--- src/rtl/bcd_to_binary_pkg.sv ---
// Shared constants, state encoding and digit helpers for the sequential
// packed-BCD to binary converter.
package bcd_to_binary_pkg;

  localparam int DIGITS_DEF = 4;
  localparam int BIN_W_DEF  = 14;
  localparam int BCD_W      = 4;
  localparam int OUT_W      = 16;
  localparam int CNT_W_DEF  = $clog2(BIN_W_DEF + 1);

  typedef enum logic [1:0] {
    ST_IDLE  = 2'd0,
    ST_SHIFT = 2'd1,
    ST_DONE  = 2'd2
  } state_e;

  // A packed-BCD digit is only legal in the range 0..9.
  function automatic logic digit_invalid(input logic [BCD_W-1:0] digit);
    return (digit > 4'd9);
  endfunction

endpackage

--- src/rtl/bcd_digit_adjust.sv ---
// Per-digit correction for reverse double-dabble: a post-shift field of 8 or
// more had a ten-weight bit shifted into it and must drop by 3.
module bcd_digit_adjust
  import bcd_to_binary_pkg::*;
(
  input  logic [BCD_W-1:0] digit_i,
  output logic [BCD_W-1:0] digit_o
);

  // Subtract-3 correction; a legal field never exceeds 12, so no underflow.
  always_comb begin
    digit_o = digit_i;
    if (digit_i >= 4'd8) begin
      digit_o = digit_i - 4'd3;
    end else begin
      digit_o = digit_i;
    end
  end

endmodule

--- src/rtl/bcd_to_binary.sv ---
// Sequential packed-BCD to binary converter: reverse double-dabble, one
// shift/correct iteration per cycle, start/valid handshake.
module bcd_to_binary
  import bcd_to_binary_pkg::*;
#(
  parameter int DIGITS = DIGITS_DEF,
  parameter int BIN_W  = BIN_W_DEF
) (
  input  logic                      clk,
  input  logic                      rst,
  input  logic                      start,
  input  logic [BCD_W*DIGITS-1:0]   bcd_in,
  output logic [OUT_W-1:0]          bin_out,
  output logic                      valid,
  output logic                      busy,
  output logic                      err
);

  localparam int BCD_TOT = BCD_W * DIGITS;
  localparam int WORK_W  = BCD_TOT + BIN_W;
  localparam int CNT_W   = $clog2(BIN_W + 1);

  state_e             state_q;
  logic [WORK_W-1:0]  work_q;
  logic [WORK_W-1:0]  work_d;
  logic [WORK_W-1:0]  shifted_s;
  logic [BCD_TOT-1:0] adjusted_s;
  logic [CNT_W-1:0]   cnt_q;
  logic               err_flag_q;
  logic               bad_digit_s;
  logic [OUT_W-1:0]   bin_ext_s;
  logic [OUT_W-1:0]   bin_q;
  logic               valid_q;
  logic               busy_q;
  logic               err_q;

  assign shifted_s = work_q >> 1;

  genvar g;
  generate
    for (g = 0; g < DIGITS; g++) begin : g_adj
      bcd_digit_adjust u_adj (
        .digit_i (shifted_s[BIN_W + BCD_W*g +: BCD_W]),
        .digit_o (adjusted_s[BCD_W*g +: BCD_W])
      );
    end
  endgenerate

  assign work_d = {adjusted_s, shifted_s[BIN_W-1:0]};

  // Flag any out-of-range digit on the input being offered for capture.
  always_comb begin
    bad_digit_s = 1'b0;
    for (int i = 0; i < DIGITS; i++) begin
      bad_digit_s = bad_digit_s | digit_invalid(bcd_in[i*BCD_W +: BCD_W]);
    end
  end

  // Zero-extend the binary part of the working register to the output width.
  always_comb begin
    bin_ext_s = '0;
    bin_ext_s[BIN_W-1:0] = work_q[BIN_W-1:0];
  end

  // Conversion FSM with working register, iteration counter and output regs.
  always_ff @(posedge clk) begin
    if (rst) begin
      state_q    <= ST_IDLE;
      work_q     <= '0;
      cnt_q      <= '0;
      err_flag_q <= 1'b0;
      bin_q      <= '0;
      valid_q    <= 1'b0;
      busy_q     <= 1'b0;
      err_q      <= 1'b0;
    end else begin
      valid_q <= 1'b0;
      case (state_q)
        ST_IDLE: begin
          if (start) begin
            work_q     <= {bcd_in, {BIN_W{1'b0}}};
            cnt_q      <= '0;
            busy_q     <= 1'b1;
            err_flag_q <= bad_digit_s;
            state_q    <= bad_digit_s ? ST_DONE : ST_SHIFT;
          end
        end
        ST_SHIFT: begin
          work_q <= work_d;
          cnt_q  <= cnt_q + CNT_W'(1);
          if (cnt_q == CNT_W'(BIN_W - 1)) begin
            state_q <= ST_DONE;
          end
        end
        ST_DONE: begin
          bin_q   <= err_flag_q ? {OUT_W{1'b0}} : bin_ext_s;
          err_q   <= err_flag_q;
          valid_q <= 1'b1;
          busy_q  <= 1'b0;
          state_q <= ST_IDLE;
        end
        default: begin
          state_q <= ST_IDLE;
          busy_q  <= 1'b0;
        end
      endcase
    end
  end

  assign bin_out = bin_q;
  assign valid   = valid_q;
  assign busy    = busy_q;
  assign err     = err_q;

endmodule
--- config.mk ---
export PLATFORM = sky130hd
export DESIGN_NAME = bcd_to_binary
export DESIGN_NICKNAME = d
export VERILOG_FILES = /design/src/rtl/bcd_to_binary_pkg.sv /design/src/rtl/bcd_digit_adjust.sv /design/src/rtl/bcd_to_binary.sv
export SDC_FILE = /design/constraint.sdc
export NUM_CORES = 1
export LEC_CHECK = 0
export BUFFER_PORTS_ARGS = -buffer_cell sky130_fd_sc_hd__buf_2
export CORE_ASPECT_RATIO = 1.25
export CORE_MARGIN = 2
export CORE_UTILIZATION = 28
export CTS_CLUSTER_DIAMETER = 50
export DETAILED_ROUTE_END_ITERATION = 8
export GPL_TIMING_DRIVEN = 0
export PLACE_DENSITY = 0.53
export SYNTH_ARGS = -nofsm -noshare
export SYNTH_HDL_FRONTEND = slang
export SYNTH_SLANG_ARGS = --single-unit
export TNS_END_PERCENT = 10
--- constraint.sdc ---
create_clock -name clk -period 2.8 [get_ports clk]
set_clock_uncertainty 0.2 [all_clocks]
set_input_delay 0.28 -clock clk [delete_from_list [all_inputs] [get_ports clk]]
set_output_delay 0.28 -clock clk [all_outputs]
set_load 0.005 [all_outputs]
# Word level (Yosys, flattened, before mapping)
# Index checks and enable logic that the tools add are counted.
# word_totals
ram_bits	0
mem_bits_ro	0
latch_bits	0
input_bits	19
n_memories	0
register_bits	56
output_inout_bits	19
# classes
n_mul	0
n_eq_ne	5
mux	16
reduce_logical	6
div	0
order_cmp	8
n_bitwise	4
n_shift	0
n_addsub	5
# op_table
operator	count
case mux 30 bit (2 select lines)	1
two-way mux 30 bit	1
two-way mux 4 bit	5
greater-than comparator 4 bit, second input constant	4
two-way mux 14 bit	1
greater-or-equal comparator 4 bit, second input constant	3
subtractor 4 x 2 -> 4 bit, second input constant	3
case mux 4 bit (2 select lines)	1
AND reduction 2 bit	4
two-way mux 2 bit	3
adder 4 x 1 -> 4 bit, second input constant	1
== test 4 bit, second input constant	1
greater-or-equal comparator 3 x 4 -> 1 bit, second input constant	1
!= test 2 bit, second input constant	2
case mux 2 bit (2 select lines)	1
subtractor 3 x 2 -> 4 bit, second input constant	1
OR 1 bit	3
== test 2 x 1 -> 1 bit, second input constant	1
== test 2 bit, second input constant	1
zero test 2 bit	1
two-way mux 1 bit	2
case mux 1 bit (2 select lines)	1
nonzero test 2 bit	1
NOT 1 bit	1

# Logic depth before layout (Yosys ltp)
# Gate-level depths: netlist of the first run.
# depth
depth_word	7
depth_mapped	7
ltp_nobuf	6

# Modules after synthesis
# From an unflattened synthesis of the first run, not the netlist that was laid out.
# hier_totals
cells_unflattened	296
area_unflattened_um2	2462.4
# by_module_without_submodules
module	area_each_um2	instances	seq_area_each_um2	cells_per_inst
bcd_to_binary	2157.1	1	1081.0	252
bcd_digit_adjust	76.3	4	0.0	11

# Worst setup path before layout of the first run
# Ideal clock, no wire load.
# synth_timing
path_type	input -> register
start	in start
end	reg work_q[29]
setup_slack_ns	1.304
setup_ns	0.128
t_arrival_ns	1.169
stages	7
n_path_buf	3
t_required_ns	2.472
path_cell_list	clkbuf_2 nor2_1 or2_1 buf_6 buf_6 a22oi_1 nor2_1
# synth_via
elab_chain_len	2
# synth_lines
element	line	text
from (decl)	bcd_to_binary.sv:11	input logic start,
!= test 2 bit (no source line)	--	
AND reduction 2 bit (no source line)	--	
to (signal assigned)	bcd_to_binary.sv:81	work_q <= {bcd_in, {BIN_W{1'b0}}};
to (signal assigned)	bcd_to_binary.sv:89	work_q <= work_d;
to (decl)	bcd_to_binary.sv:24	logic [WORK_W-1:0] work_q;
# No other way between the ends.
# A chain may end at the register's enable or synchronous reset.

# Worst setup path after layout of the first run
# layout_timing
start	reg state_q[1]
end	reg work_q[17]
# layout_via
elab_chain_len	3
elab_cells_between_ends	6
classes_between	eq/ne (2); mux (1); reduce/logical (3)
# layout_lines
element	line	text
from (decl)	bcd_to_binary.sv:23	state_e state_q;
from (signal assigned)	bcd_to_binary.sv:85	state_q <= bad_digit_s ? ST_DONE : ST_SHIFT;
== test 2 x 1 -> 1 bit or zero test 2 bit (tied branches)	bcd_to_binary.sv:78	case (state_q)
nonzero test 2 bit (no source line) or != test 2 bit (tied branches)	--	
AND reduction 2 bit (no source line)	--	
# Several ways; a longest one is shown, not always the timed one.

==> flow_summary.yaml, run 1 <==
worst_setup_path:
  reg2reg_depth: 5
  worstSetupStartpointType: "flop"
  regToRegEndpoint: "work_q[17]"
  critical_path_arrival_ns: 1.68
  worst-setup-path-type: "flop to flop"
  cp_slowest_stage_delay_ns: 0.55
  critical-path-top-delay-family: "simple AND/OR/NAND/NOR gates"
  cp_slowest_cell: "sky130_fd_sc_hd__nor3b_2"
  critical_path.n_buffers_inverters: 1
  critical_path.max_fanout: 10
  cp-end-kind: "flop"
  regToRegStartpoint: "state_q[1]"
  reg2reg_slack_ns: 1.10
  timing.critical_path.cells: "buf_2 -> nor3b_2 -> a211oi_1 -> a21oi_1 -> nor3_1"
  crit_required_ns: 2.78
clock_tree:
  clock_tree.buffer_depth: 2
  number_of_buffers_inserted_for_hold_repair_after_clock_tree_synthesis: 0
  cts.repair.resized: 0
  tritoncts: "done"
  numClockSinks: 54
  clock_latency_ns: 0.31
  cts_htree_levels: 2
  path_clk_slew_ns: 0.10
  clock_tree.root_cell: "sky130_fd_sc_hd__clkbuf_8"
  post-cts-setup-buffers: 0
  number_of_buffers_created_by_cts: 5
run_status:
  result_of_the_run: "completed"
routing:
  routed_wire_length_per_instance_um: 13.9
  detail_route.wirelength_um: 5810
  drt_pre_antenna_iters: 4
  dr.first_iter.drc_count: 89
  vias_per_cell: 4.88
  remaining_drc_errors: 0
  detailroute.via_count: 2046
  antenna_left: 0
power:
  power.share.clock: 0.311
  pwr-share-comb: 0.137
  leakagePower_nw: 1.12
  power_frac_seq: 0.552
  power.density_nw_per_um2: 538
  totalPowerFinal_w: 0.00149
  switching_share: 0.278
  vdd_drop_max_v: 0.000237
  cell_internal_pwr_w: 0.00108
  net-switching-power_w: 0.000414
floorplan:
  floorplan.die.height_um: 107
  ioPinCount: 38
  rows: 37
  die_w_um: 86.5
  dieArea_um2: 9280
  fp.coreArea_um2: 8240
  floorplan.initialDensity: 0.289
sta:
  fin_setup_tns_ns: 0
  setup_slack_ns: 1.10
  final_max_slew_viol_count: 0
  period_minus_slack_ns: 1.70
  layout_worst_path_cycle_share: 0.607
  tightest_slew_ns: 0.596
  grt_setup_unrepaired: "no"
  hold_viol_final: 0
  relSlewSlack: 0.601
  setup_viol: 0
  clock.fmax_mhz: 588
yosys:
  netlist-cell-type-count: 33
  ys_seq_area_frac: 0.453
  post_synth_instance_area_um2: 2380
  ys_seq_elements: 54
  ys_warn_count: 0
  netlist_instances: 280
  area_share_of_the_largest_cell_type_after_synthesis: 0.453
  synth_area_per_cell_um2: 8.52
  synth.area.top_cells: "sky130_fd_sc_hd__dfxtp_1 45%, sky130_fd_sc_hd__nor2_1 9.1%, sky130_fd_sc_hd__a22oi_1 6.6%"
  dominant_cell_type_by_area_after_synthesis: "sky130_fd_sc_hd__dfxtp_1"
place:
  place.port_buffers: 33
  post_dp_area_um2: 2680
  dpl.hpwl_um: 4060
  placement.setup.worst_slack_ns: 1.09
  placed_cells_incl_taps: 411
  place_congestion: 0.797
layout:
  instances_no_fill: 419
  commonest_non_fill_non_tap_cell_in_the_layout: "sky130_fd_sc_hd__nor2_1"
  highest_count_cells_in_the_layout_ignoring_fill_and_taps: "58 x sky130_fd_sc_hd__nor2_1, 54 x sky130_fd_sc_hd__dfxtp_1, 40 x sky130_fd_sc_hd__buf_2"
  layout-drive-gt1-share: 0.174
  design_area_um2: 2770
  antennaDiodeCount: 0
  nNetsFinal: 348
  nFillCells: 908
  area_delta_synth_final_pct: 16.2
global_routing:
  antenna_found_initial: 0
  grt_remaining_overflow: 0
  via_count_of_the_first_global_routing_pass: 1958
  grtUsageTotal: 0.131
  wire_length_of_the_first_global_routing_pass_um: 9560
  maximum_number_of_pins_on_one_net_before_global_route_repair: 17
worst_hold_path:
  source_of_the_worst_hold_timing_path: "bcd_in[10]"
  min_path_type: "primary input to flop"
  min_delay_path_depth: 3
  timing.hold.worst_endpoint: "work_q[24]"
job:
  max_cap_violations: 0
==> Yosys cell counts <==
master,count
sky130_fd_sc_hd__buf_2,7
sky130_fd_sc_hd__buf_4,3
sky130_fd_sc_hd__nand4_1,2
sky130_fd_sc_hd__clkinv_1,1
sky130_fd_sc_hd__conb_1,1
sky130_fd_sc_hd__o21ai_0,8
sky130_fd_sc_hd__a311oi_1,3
sky130_fd_sc_hd__dfxtp_1,54
sky130_fd_sc_hd__nand2_1,13
sky130_fd_sc_hd__a22o_1,2
sky130_fd_sc_hd__mux2i_1,3
sky130_fd_sc_hd__nor4b_2,1
sky130_fd_sc_hd__buf_6,2
sky130_fd_sc_hd__inv_1,9
sky130_fd_sc_hd__nor3b_1,14
sky130_fd_sc_hd__nor3b_2,1
sky130_fd_sc_hd__a21oi_1,26
sky130_fd_sc_hd__clkbuf_2,1
sky130_fd_sc_hd__ha_1,8
sky130_fd_sc_hd__a2bb2oi_1,2
sky130_fd_sc_hd__clkbuf_1,8
sky130_fd_sc_hd__a22oi_1,21
sky130_fd_sc_hd__or2_1,1
sky130_fd_sc_hd__buf_1,2
sky130_fd_sc_hd__nor2_1,58
sky130_fd_sc_hd__nand3b_1,1
sky130_fd_sc_hd__a221oi_1,3
sky130_fd_sc_hd__a211oi_1,5
sky130_fd_sc_hd__xnor2_1,6
sky130_fd_sc_hd__nand2b_1,6
sky130_fd_sc_hd__nor2b_1,1
sky130_fd_sc_hd__nand3_1,1
sky130_fd_sc_hd__nor3_1,6
==> routing by layer <==
layer | routed length, um | track usage | up-vias
met4 | 31 | 0.0368 | 0
met2 | 2710 | 0.214 | 44
li1 | - | - | 1035
met1 | 2840 | 0.173 | 965
met3 | 228 | 0.0277 | 2
met5 | 0 | 0 | -
==> power by group through the flow <==
stage               combinational (W)  sequential, W  clock, W
floorplan                    0.000147       0.000834         0
global placement             0.000205       0.000839         0
detailed placement           0.000206       0.000840         0
CTS                          0.000207       0.000823  0.000487
global route                 0.000232       0.000828  0.000513
finish                       0.000204       0.000822  0.000464
==> worst reg2reg max path: stages, from the launching register on <==
cell,delay [ns]
sky130_fd_sc_hd__dfxtp_1,0.33
sky130_fd_sc_hd__buf_2,0.19
sky130_fd_sc_hd__nor3b_2,0.55
sky130_fd_sc_hd__a211oi_1,0.10
sky130_fd_sc_hd__a21oi_1,0.15
sky130_fd_sc_hd__nor3_1,0.06
==> layout make-up <==
class                      instances  area [um^2]  share of cell area
buffer                            23          123              0.0443
clock buffer                       6         82.6              0.0298
clock inverter                     2         12.5             0.00452
inverter                          10         37.5              0.0136
multi-input combinational        194         1150               0.414
sequential                        54         1080               0.390
tap                               97          121              0.0438
timing repair buffer              33          165              0.0596
==> state kept, by name (all words and copies together) (netlist names) <==
name	count
work_q	30
bin_out	14
cnt_q	4
state_q	2
busy	1
err	1
err_flag_q	1
valid	1
==> stage by stage <==
step	hold WS [ns]	utilization
final	0.0187	0.336
after detailed placement	0.276	0.325
after global placement	0.259	0.325
after CTS	0.0119	0.336
after floorplan	0.216	-
after global routing	0.0197	0.336
==> logic make-up (layout without fill, tap and decap cells) <==
group	Yosys count	count (layout)	synth area share
DFF	54	54	0.453
AOI/OAI and AO/OA	70	70	0.190
adders and majority gates	8	8	0.0420
muxes	3	3	0.0126
xor gates and xnor gates	6	6	0.0220
and+or+nand+nor	105	105	0.211
buffers and inverters	33	74	0.0672
other	1	2	0.00157
==> how the worst max path moves through the flow <==
| stage | startpoint | end | depth (start not counted) |
|---|---|---|---|
| 3_5_place_dp | state_q[1] | work_q[17] | 5 |
| 6_report | state_q[1] | work_q[17] | 5 |
| 4_1_cts | state_q[1] | work_q[17] | 5 |
| 5_1_grt | state_q[1] | work_q[17] | 5 |
| 3_3_place_gp | state_q[1] | work_q[17] | 5 |
| 2_1_floorplan | start | work_q[29] | 7 |
Power figures use the tool's default switching activity.
==> inputs of run 2 (changes only) <==
--- a/config.mk
+++ b/config.mk
@@ -5,6 +5,7 @@
 export SDC_FILE = /design/constraint.sdc
 export NUM_CORES = 1
 export LEC_CHECK = 0
+export ABC_AREA = 1
 export BUFFER_PORTS_ARGS = -buffer_cell sky130_fd_sc_hd__buf_2
 export CORE_ASPECT_RATIO = 1.25
 export CORE_MARGIN = 2
==> constraint.sdc (replaced) <==
create_clock -name clk -period 1.6 [get_ports clk]
set_clock_uncertainty 0.2 [all_clocks]
set_input_delay 0.16 -clock clk [delete_from_list [all_inputs] [get_ports clk]]
set_output_delay 0.16 -clock clk [all_outputs]
set_load 0.005 [all_outputs]
==> run 2 against run 1 <==
  * Largest power group unchanged
  * Cell count rose by 15%
  * First-iteration DRC count fell by 2.2%
  * Sequential share of layout area fell by 2.7 points
==> flow_summary.yaml, run 2 <==
floorplan:
  die_w_um: 87.4
  ioPinCount: 38
  floorplan.die.height_um: 108
  dieArea_um2: 9450
  fp.coreArea_um2: 8560
  rows: 38
  floorplan.initialDensity: 0.284
routing:
  remaining_drc_errors: 0
  routed_wire_length_per_instance_um: 12.4
  drt_pre_antenna_iters: 4
  antenna_left: 0
  vias_per_cell: 4.61
  detail_route.wirelength_um: 6010
  dr.first_iter.drc_count: 87
  detailroute.via_count: 2227
sta:
  period_minus_slack_ns: 1.49
  hold_viol_final: 0
  setup_viol: 0
  final_max_slew_viol_count: 0
  fin_setup_tns_ns: 0
  layout_worst_path_cycle_share: 0.929
  grt_setup_unrepaired: "no"
  relSlewSlack: 0.581
  clock.fmax_mhz: 673
  tightest_slew_ns: 0.628
layout:
  layout-drive-gt1-share: 0.175
  register_with_the_most_flip_flops: "work_q"
  nNetsFinal: 409
  commonest_non_fill_non_tap_cell_in_the_layout: "sky130_fd_sc_hd__nand2_1"
  flip_flop_and_latch_area_um2: 1080
  highest_count_cells_in_the_layout_ignoring_fill_and_taps: "86 x sky130_fd_sc_hd__nand2_1, 57 x sky130_fd_sc_hd__a21oi_1, 53 x sky130_fd_sc_hd__dfxtp_1"
  nFillCells: 926
  final_core_util: 0.348
  area_used_by_multi_input_combinational_logic_um2: 1110
  antennaDiodeCount: 0
  design_area_um2: 2980
  max_ffs_per_register: 30
  area_delta_synth_final_pct: 22.4
worst_setup_path:
  cp-startpoint: "state_q[1]"
  crit_required_ns: 1.60
  cp-end-kind: "flop"
  critical-path-top-delay-family: "flip-flops"
  critical_path_arrival_ns: 1.48
  worst-setup-path-type: "flop to flop"
  setup.worst_path.end: "work_q[14]"
  regToRegEndpoint: "work_q[14]"
  reg2reg_slack_ns: 0.11
  critical_path.n_buffers_inverters: 2
  regToRegStartpoint: "state_q[1]"
  reg2reg_depth: 6
  path_length_in_cells_of_the_critical_path: 6
  cp_slowest_cell: "sky130_fd_sc_hd__dfxtp_1"
  worstSetupStartpointType: "flop"
  cp_slowest_stage_delay_ns: 0.44
  critical_path.max_fanout: 10
  timing.critical_path.cells: "inv_2 -> nand2_2 -> nand2_4 -> buf_2 -> o21ai_0 -> a21oi_1"
yosys:
  area_share_of_the_largest_cell_type_after_synthesis: 0.444
  synth_edf_count: 0
  netlist-cell-type-count: 26
  most_common_library_cells_after_synthesis: "86 x sky130_fd_sc_hd__nand2_1, 57 x sky130_fd_sc_hd__a21oi_1, 54 x sky130_fd_sc_hd__dfxtp_1"
  synth_area_per_cell_um2: 7.48
  dominant_cell_type_by_area_after_synthesis: "sky130_fd_sc_hd__dfxtp_1"
  async_reset_ff_frac: 0
  post_synth_instance_area_um2: 2430
  netlist_instances: 325
  ys_seq_area_frac: 0.444
  synth.area.top_cells: "sky130_fd_sc_hd__dfxtp_1 44%, sky130_fd_sc_hd__nand2_1 13%, sky130_fd_sc_hd__a21oi_1 12%"
  yosys.cell_count.top_type: "sky130_fd_sc_hd__nand2_1"
  ys_warn_count: 0
  postSynth.topFlopCell: "sky130_fd_sc_hd__dfxtp_1"
  ys_seq_elements: 54
worst_hold_path:
  min_delay_path_depth: 5
  min_path_type: "primary input to flop"
clock_tree:
  path_clk_slew_ns: 0.09
  number_of_buffers_created_by_cts: 5
  tritoncts: "done"
  cts_htree_levels: 2
  numClockSinks: 54
  clock_tree.root_cell: "sky130_fd_sc_hd__clkbuf_8"
  clock_tree.buffer_depth: 2
  clock_latency_ns: 0.32
  post-cts-setup-buffers: 0
global_routing:
  maximum_number_of_pins_on_one_net_before_global_route_repair: 19
  grt_remaining_overflow: 0
  antenna_found_initial: 0
  wire_length_of_the_first_global_routing_pass_um: 10200
  via_count_of_the_first_global_routing_pass: 2169
  grtUsageTotal: 0.135
power:
  power.share.clock: 0.303
  net-switching-power_w: 0.000769
  switching_share: 0.292
  pwr-share-comb: 0.150
  power_frac_seq: 0.546
  leakagePower_nw: 1.20
  cell_internal_pwr_w: 0.00187
  vdd_drop_max_v: 0.000374
  power.density_nw_per_um2: 885
run_status:
  result_of_the_run: "completed"
place:
  place_congestion: 0.822
  post_dp_area_um2: 2730
  place.port_buffers: 34
  dpl.hpwl_um: 4220
job:
  max_cap_violations: 0
[run 2: cell count changes after synthesis, sizes merged, moves of 4 or more]
cell | before | now
nor3 | 6 | 2
nand2 | 13 | 90
inv | 9 | 31
a22oi | 21 | 0
nand2b | 6 | 0
a21oi | 26 | 57
nor3b | 15 | 0
xnor2 | 6 | 0
a211oi | 5 | 0
o21ai | 8 | 27
nor2 | 58 | 15
nand3 | 1 | 12
[run 2: cell type report]
type	count	share of cell area
buffer	18	0.0437
clock buffer	5	0.0231
clock inverter	3	0.00798
inverter	31	0.0399
multi-input combinational	223	0.372
sequential	54	0.363
tap	100	0.0420
timing repair buffer	49	0.108
[run 2: kinds of logic after synthesis]
logic type / after synthesis / share of synthesized area
other: 1 / 0.00154
flip-flops: 54 / 0.444
adder cells (fa/ha/maj): 8 / 0.0412
AO/OA/AOI/OAI: 89 / 0.186
buffers and inverters: 49 / 0.101
AND/OR/NAND/NOR: 121 / 0.215
XOR/XNOR: 3 / 0.0108
[run 2: per-layer routing]
metal / global-route usage / share of wire / vias up
met3: 0.0229 / 0.033 / 11
met5: 0 / 0 / -
met1: 0.177 / 0.50 / 1008
met4: 0.0505 / 0.021 / 0
li1: - / - / 1161
met2: 0.219 / 0.44 / 47
[run 2: power by group through the flow]
stage	sequential, W	clock (W)	combinational [W]
global route	0.00145	0.000888	0.000450
CTS	0.00144	0.000828	0.000397
finish	0.00144	0.000800	0.000396
floorplan	0.00146	0	0.000257
detailed placement	0.00147	0	0.000368
global placement	0.00147	0	0.000362
[run 2: timing repair]
item                                   4_1_cts  5_1_grt
gates resized for setup                      0        2
setup endpoints to repair                    0       25
endpoints found under the hold margin       15        0
hold buffers                                15        0
[run 2: stage by stage]
step                      worst slack [ns]  std cells  power (W)  hold slack [ns]
final                                0.114        483    0.00264           0.0435
after global routing                0.0149        483    0.00279           0.0621
after CTS                          0.00709        483    0.00266           0.0326
after detailed placement            0.0387        460    0.00184            0.241
after global placement              0.0418        460    0.00183            0.236
after floorplan                      0.301        326    0.00172            0.107
[run 2: how the worst min path moves through the flow]
stage,from,endpoint,slack [ns]
floorplan,bcd_in[3],work_q[17],0.11
global placement,bcd_in[3],work_q[17],0.24
detailed placement,bcd_in[3],work_q[17],0.24
CTS,bcd_in[2],work_q[16],0.03
global route,bcd_in[2],work_q[16],0.06
finish,bcd_in[2],work_q[16],0.04
[run 2: worst reg2reg max path, delay by kind of cell (launching register included)]
kind	cells	cell delay (ns)
compound gates	2	0.22
buf+inv	2	0.31
flops	1	0.44
simple gates	2	0.20
